File: config.mk
export PLATFORM = sky130hd
export DESIGN_NAME = prim_ram_2p_ctrl
export DESIGN_NICKNAME = d
export VERILOG_FILES = /design/src/rtl/prim_ram_2p_ctrl.sv
export SDC_FILE = /design/constraint.sdc
export NUM_CORES = 1
export LEC_CHECK = 0
export CORE_AREA = 2 2 87 89
export CTS_BUF_LIST = sky130_fd_sc_hd__clkbuf_8
export CTS_CLUSTER_DIAMETER = 100
export DETAILED_ROUTE_END_ITERATION = 7
export DIE_AREA = 0 0 89 91
export PLACE_DENSITY = 0.78
export SYNTH_ARGS = -nofsm -noshare
export SYNTH_HDL_FRONTEND = slang
export SYNTH_SLANG_ARGS = --single-unit
File: constraint.sdc
create_clock -name clk_i -period 4.1 [get_ports clk_i]
set_input_delay 0.82 -clock clk_i [delete_from_list [all_inputs] [get_ports clk_i]]
set_output_delay 0.82 -clock clk_i [all_outputs]
set_load 0.03 [all_outputs]
File: src/rtl/prim_ram_2p_ctrl.sv
// rtl/prim_ram_2p_ctrl.sv - init sweep and two-host round-robin front end for one prim_ram_2p port
//
// After reset, or after an init_req_i pulse while serving, every word of the RAM
// is written with InitValue. When the sweep completes, two hosts share the port
// through a round-robin arbiter. Grants are combinational, and read data returns
// one cycle after the grant.
//
// Ports:
//   clk_i, rst_i            clock, asynchronous active-high reset
//   init_req_i              single-cycle re-initialisation request (honoured in SERVE only)
//   init_done_o             array initialised, hosts being served
//   hostN_req_i             access request, held until granted
//   hostN_write_i           1 = write, 0 = read
//   hostN_addr_i            word address (< Depth)
//   hostN_wdata_i           write data
//   hostN_gnt_o             request accepted this cycle
//   hostN_rvalid_o          read data valid (one cycle after a granted read)
//   hostN_rdata_o           read data (shared RAM read bus)
//   ram_req_o, ram_write_o  RAM port request / write enable
//   ram_addr_o              RAM port address
//   ram_wdata_o             RAM port write data
//   ram_rdata_i             RAM read data, valid the cycle after a read request

module prim_ram_2p_ctrl #(
   parameter int                 Width     = 32,
   parameter int                 Depth     = 128,
   parameter logic [Width-1:0]   InitValue = '0,
   localparam int                Aw        = ($clog2(Depth) > 1) ? $clog2(Depth) : 1
) (
   input  logic             clk_i,
   input  logic             rst_i,

   input  logic             init_req_i,
   output logic             init_done_o,

   input  logic             host0_req_i,
   input  logic             host0_write_i,
   input  logic [Aw-1:0]    host0_addr_i,
   input  logic [Width-1:0] host0_wdata_i,
   output logic             host0_gnt_o,
   output logic             host0_rvalid_o,
   output logic [Width-1:0] host0_rdata_o,

   input  logic             host1_req_i,
   input  logic             host1_write_i,
   input  logic [Aw-1:0]    host1_addr_i,
   input  logic [Width-1:0] host1_wdata_i,
   output logic             host1_gnt_o,
   output logic             host1_rvalid_o,
   output logic [Width-1:0] host1_rdata_o,

   output logic             ram_req_o,
   output logic             ram_write_o,
   output logic [Aw-1:0]    ram_addr_o,
   output logic [Width-1:0] ram_wdata_o,
   input  logic [Width-1:0] ram_rdata_i
);

   typedef enum logic [1:0] {
      StBoot  = 2'd0,
      StInit  = 2'd1,
      StServe = 2'd2
   } state_e;

   // Comparing against Depth-1 (not relying on wrap) keeps non-power-of-two
   // depths from ever addressing past the end of the array.
   localparam logic [Aw-1:0] LastAddr = Aw'(Depth - 1);

   state_e          state_q, state_d;
   logic [Aw-1:0]   init_cnt_q, init_cnt_d;
   logic            rvalid_q, rvalid_d;
   logic            rid_q, rid_d;
   logic            last_q, last_d;

   logic            serve_en;
   logic            gnt0, gnt1;

   // -------------------------------------------------------------------------
   // Round-robin arbiter. last_q holds the most recently granted host; on
   // contention the other host wins. A re-init request suppresses all grants
   // in its trigger cycle so nothing races the sweep.
   // -------------------------------------------------------------------------
   always_comb begin
      serve_en = (state_q == StServe) && !init_req_i;
      gnt0     = serve_en && host0_req_i && (!host1_req_i || last_q);
      gnt1     = serve_en && host1_req_i && (!host0_req_i || !last_q);
   end

   // -------------------------------------------------------------------------
   // Next-state logic
   // -------------------------------------------------------------------------
   always_comb begin
      state_d    = state_q;
      init_cnt_d = init_cnt_q;
      rvalid_d   = 1'b0;
      rid_d      = rid_q;
      last_d     = last_q;

      unique case (state_q)
         StBoot: begin
            state_d = StInit;
         end
         StInit: begin
            if (init_cnt_q == LastAddr) begin
               init_cnt_d = '0;
               state_d    = StServe;
            end else begin
               init_cnt_d = init_cnt_q + 1'b1;
            end
         end
         StServe: begin
            if (init_req_i) begin
               state_d = StInit;
            end
            if (gnt0) begin
               last_d   = 1'b0;
               rvalid_d = !host0_write_i;
               if (!host0_write_i) rid_d = 1'b0;
            end else if (gnt1) begin
               last_d   = 1'b1;
               rvalid_d = !host1_write_i;
               if (!host1_write_i) rid_d = 1'b1;
            end
         end
         default: begin
            state_d = StBoot;
         end
      endcase
   end

   // -------------------------------------------------------------------------
   // State registers. Reset lands in BOOT so no RAM access can occur while
   // rst_i is high; any read in flight is dropped.
   // -------------------------------------------------------------------------
   always_ff @(posedge clk_i or posedge rst_i) begin
      if (rst_i) begin
         state_q    <= StBoot;
         init_cnt_q <= '0;
         rvalid_q   <= 1'b0;
         rid_q      <= 1'b0;
         last_q     <= 1'b1;
      end else begin
         state_q    <= state_d;
         init_cnt_q <= init_cnt_d;
         rvalid_q   <= rvalid_d;
         rid_q      <= rid_d;
         last_q     <= last_d;
      end
   end

   // -------------------------------------------------------------------------
   // RAM port mux: the sweep owns the port in INIT, the granted host in SERVE.
   // -------------------------------------------------------------------------
   always_comb begin
      ram_req_o   = 1'b0;
      ram_write_o = 1'b0;
      ram_addr_o  = '0;
      ram_wdata_o = '0;

      if (state_q == StInit) begin
         ram_req_o   = 1'b1;
         ram_write_o = 1'b1;
         ram_addr_o  = init_cnt_q;
         ram_wdata_o = InitValue;
      end else if (gnt0) begin
         ram_req_o   = 1'b1;
         ram_write_o = host0_write_i;
         ram_addr_o  = host0_addr_i;
         ram_wdata_o = host0_wdata_i;
      end else if (gnt1) begin
         ram_req_o   = 1'b1;
         ram_write_o = host1_write_i;
         ram_addr_o  = host1_addr_i;
         ram_wdata_o = host1_wdata_i;
      end
   end

   // -------------------------------------------------------------------------
   // Host outputs
   // -------------------------------------------------------------------------
   assign init_done_o    = (state_q == StServe);
   assign host0_gnt_o    = gnt0;
   assign host1_gnt_o    = gnt1;
   assign host0_rvalid_o = rvalid_q && !rid_q;
   assign host1_rvalid_o = rvalid_q && rid_q;

   // Read data passes straight from the RAM. It is forced to 0 during reset
   // so that every output is quiet while rst_i is high.
   assign host0_rdata_o  = rst_i ? '0 : ram_rdata_i;
   assign host1_rdata_o  = rst_i ? '0 : ram_rdata_i;

endmodule

==> impl_metrics.yaml <==
status:
  run_status: "completed"
clocking:
  cts.reportedPaths.clkPinSlew_ns: 0.06
  clock_buffer_count_from_cts: 3
  cts_max_level: 1
  source_to_sink_clock_delay_at_the_later_pin_of_the_worst_skew_pair_ns: 0.25
  clock_sink_count: 12
  cts_tree: "built"
  clock_tree.root_cell: "clkbuf_8"
  cts_post_setup_buffers_inserted: 0
  max-clock-path-buffers: 2
sta:
  finalHoldViolCount: 0
  finalSetupViolations: 0
  skew_ns: 0.00515
  setup-tns-final_ns: 0
  timing.max_slew.rel_slack_pct: 68.5
  timing.final.crit_share_pct: 98.1
  period_needed_ns: 4.02
  maxClockFrequency_mhz: 249
  worstMarginPinSlew_ns: 0.472
  unrepaired_setup_endpoints_after_global_routing: "false"
  slew_violations: 0
cells_and_area:
  antenna_cells: 0
  seqCellArea_um2: 302
  p_r_area_growth_vs_syn_pct: 141
  num-nets-final: 495
  num-fill-cells: 678
  final_cell_count_no_fill: 475
  multiInputGateArea_um2: 885
  post_route_cells_drive_above_1_share_pct: 5.85
power:
  p_total_w: 0.000524
  cellPowerDensity_nw_per_um2: 142
  power.leakage_nw: 1.55
  max-vdd-ir-drop_mv: 0.187
setup_path:
  worstPathRequired_ns: 3.28
  crit_fanout: 39
  cp_data_arrival_time_ns: 3.20
  critPathCaptureType: "output pin"
  critical_path.cell_chain: "clkdlybuf4s50_1 > or3b_1 > or3_4 > inv_8 > a221o_1 > clkdlybuf4s50_1"
  cpMaxStageDelayCell: "clkdlybuf4s50_1"
  timing_worst_setup_path_type: "primary input to output pin"
  worst_path_largest_cell_delay_ns: 0.67
  cpLargestDelayFamily: "buffers and inverters"
  critical_path.n_buffers_inverters: 3
  crit_top_cell: "clkdlybuf4s50_1"
  critical_path.startpoint_type: "primary input"
place:
  placed_cells_incl_taps: 471
  place.port_buffers: 226
  dp_hpwl_um: 6990
  final_gp_congestion: 0.840
routing:
  first_pass_iters: 5
  route.vias.total: 2087
  drt_iter0_drc: 76
  ant_nets: 0
  routed_via_density: 4.39
  detail_route.drc_violations: 0
  route.final.wire_length_um: 8240
  post_drt_wl_per_cell_um: 17.3
yosys:
  yosys.area_share.adder_pct: 0.816
  largest_family_of_logic_cells_by_synthesized_area: "compound AO/OA/AOI/OAI gates"
  xor_xnor_share_of_the_synthesized_area_pct: 1.71
  synthDistinctLibCells: 34
  synthMostInstantiatedCell: "nor2b_1"
  synthCells: 187
  fraction_of_synthesized_area_in_multiplexers_pct: 0
  synthTopCellsByCount: "nor2b_1 (36), a22o_1 (32), buf_4 (32)"
  syn-cell-area_um2: 1530
  synthDominantCellAreaShare_pct: 18.3
  yosysWarnings: 0
  synth_flop_cell: "dfrtp_1"
  synth_area_in_simple_gates_pct: 25.5
  synth.top_cells.by_area: "a22o_1 (18%), dfrtp_1 (18%), buf_4 (16%)"
  ys_async_sr_fraction_pct: 100
  synth-edff-count: 0
  compound_gate_portion_of_the_synthesized_area_pct: 29.7
  syn-mean-instance-area_um2: 8.20
  synth_sequential_area_ratio_pct: 19.7
  synth_nets: 305
  synth-seq-cells: 12
  synth_area_leader_cell: "a22o_1"
floorplan:
  design.portCount: 227
  die-width_um: 89
  die_area_um2: 8100
  initial_core_util_pct: 21.5
  core_area_um2: 7140
  dieHeight_um: 91
  rows: 31
hold_path:
  hp-class: "flip-flop to flip-flop"
global_route:
  grt.total_usage_pct: 18.4
  first_global_vias: 2022
  grt_overflow: 0
  antenna_found_initial: 0
  grt_max_degree: 40
  grt_pass1_wl_um: 11600
job:
  drv.max_cap_violation_count: 0
==> worst register-to-register path, cell delays in order, from the launching register on <==
cell and delay, ns:
dfrtp_1 0.42, or3b_1 0.44, or3_4 0.44, o22ai_1 0.19
==> through the flow <==
step	setup WS (ns)	util, %	hold slack [ns]	area (um^2)
detailed placement	0.0360	50.6	0.513	3610
finish	0.0772	51.8	0.529	3690
global placement	0.0556	50.6	0.519	3610
CTS	0.0240	51.4	0.524	3670
floorplan	1.12	-	0.479	1530
global route	0.0121	51.8	0.544	3690
==> cell type report <==
cell class / count / share of cell area (%)
Sequential cell: 12 / 8.16
Multi-Input combinational cell: 124 / 23.9
Clock buffer: 4 / 1.49
Inverter: 6 / 0.813
Tap cell: 99 / 3.35
Timing Repair Buffer: 230 / 62.2
==> where the power goes <==
part           switching (W)  leakage (nW)  internal (W)  total, W
Clock              0.0000479        0.0288     0.0000851  0.000133
Sequential                 0         0.135      0.000119  0.000119
Combinational       0.000114          1.39      0.000158  0.000272
==> cells in the final DEF (no fill, tap or decap), types with 3 or more instances in the layout <==
cell type / instances
xnor2_1: 3
o21ai_0: 3
nor2b_1: 36
nand2_1: 9
clkbuf_8: 4
clkdlybuf4s50_1: 206
dlymetal6s2s_1: 9
nor2_1: 3
nand4_1: 4
a22o_1: 32
inv_1: 4
a221o_1: 8
dfrtp_1: 11
buf_4: 14
and2_1: 6
==> kinds of logic after synthesis <==
logic type | after synthesis
buffers and inverters | 51
and+or+nand+nor | 66
DFF | 12
adders and majority gates | 1
xor gates and xnor gates | 3
AOI/OAI and AO/OA | 54
==> flip-flops by register name, summed over array words and instances, names as in the netlist <==
signal      count
init_cnt_q      7
last_q          1
rid_q           1
rvalid_q        1
state_q         2
==> routing by layer <==
metal | track usage, % | vias up | part of all wire [%]
met5 | 0 | - | 0
met4 | 3.61 | 0 | 1.4
met3 | 2.18 | 9 | 6.7
met2 | 32.9 | 103 | 52
met1 | 23.5 | 956 | 40
li1 | - | 1019 | -
==> timing repair <==
item | CTS | global route
endpoints found under the setup margin | 0 | 29
hold buffers | 0 | 0
gates resized for setup | 0 | 10
==> final timing paths <==
check | startpoint | to | slack [ns] | cells after the start
setup / recovery | init_req_i | ram_addr_o[4] | 0.08 | 6
hold / removal | init_cnt_q[6] | init_cnt_q[6] | 0.53 | 1
setup reg to reg | state_q[0] | rvalid_q | 2.54 | 3
hold reg to reg | init_cnt_q[6] | init_cnt_q[6] | 0.53 | 1
min in group asynchronous | rst_i | init_cnt_q[4] | 1.39 | 3
max in group asynchronous | rst_i | last_q | 2.35 | 3
No activity file was read; power rests on OpenSTA's default activity.
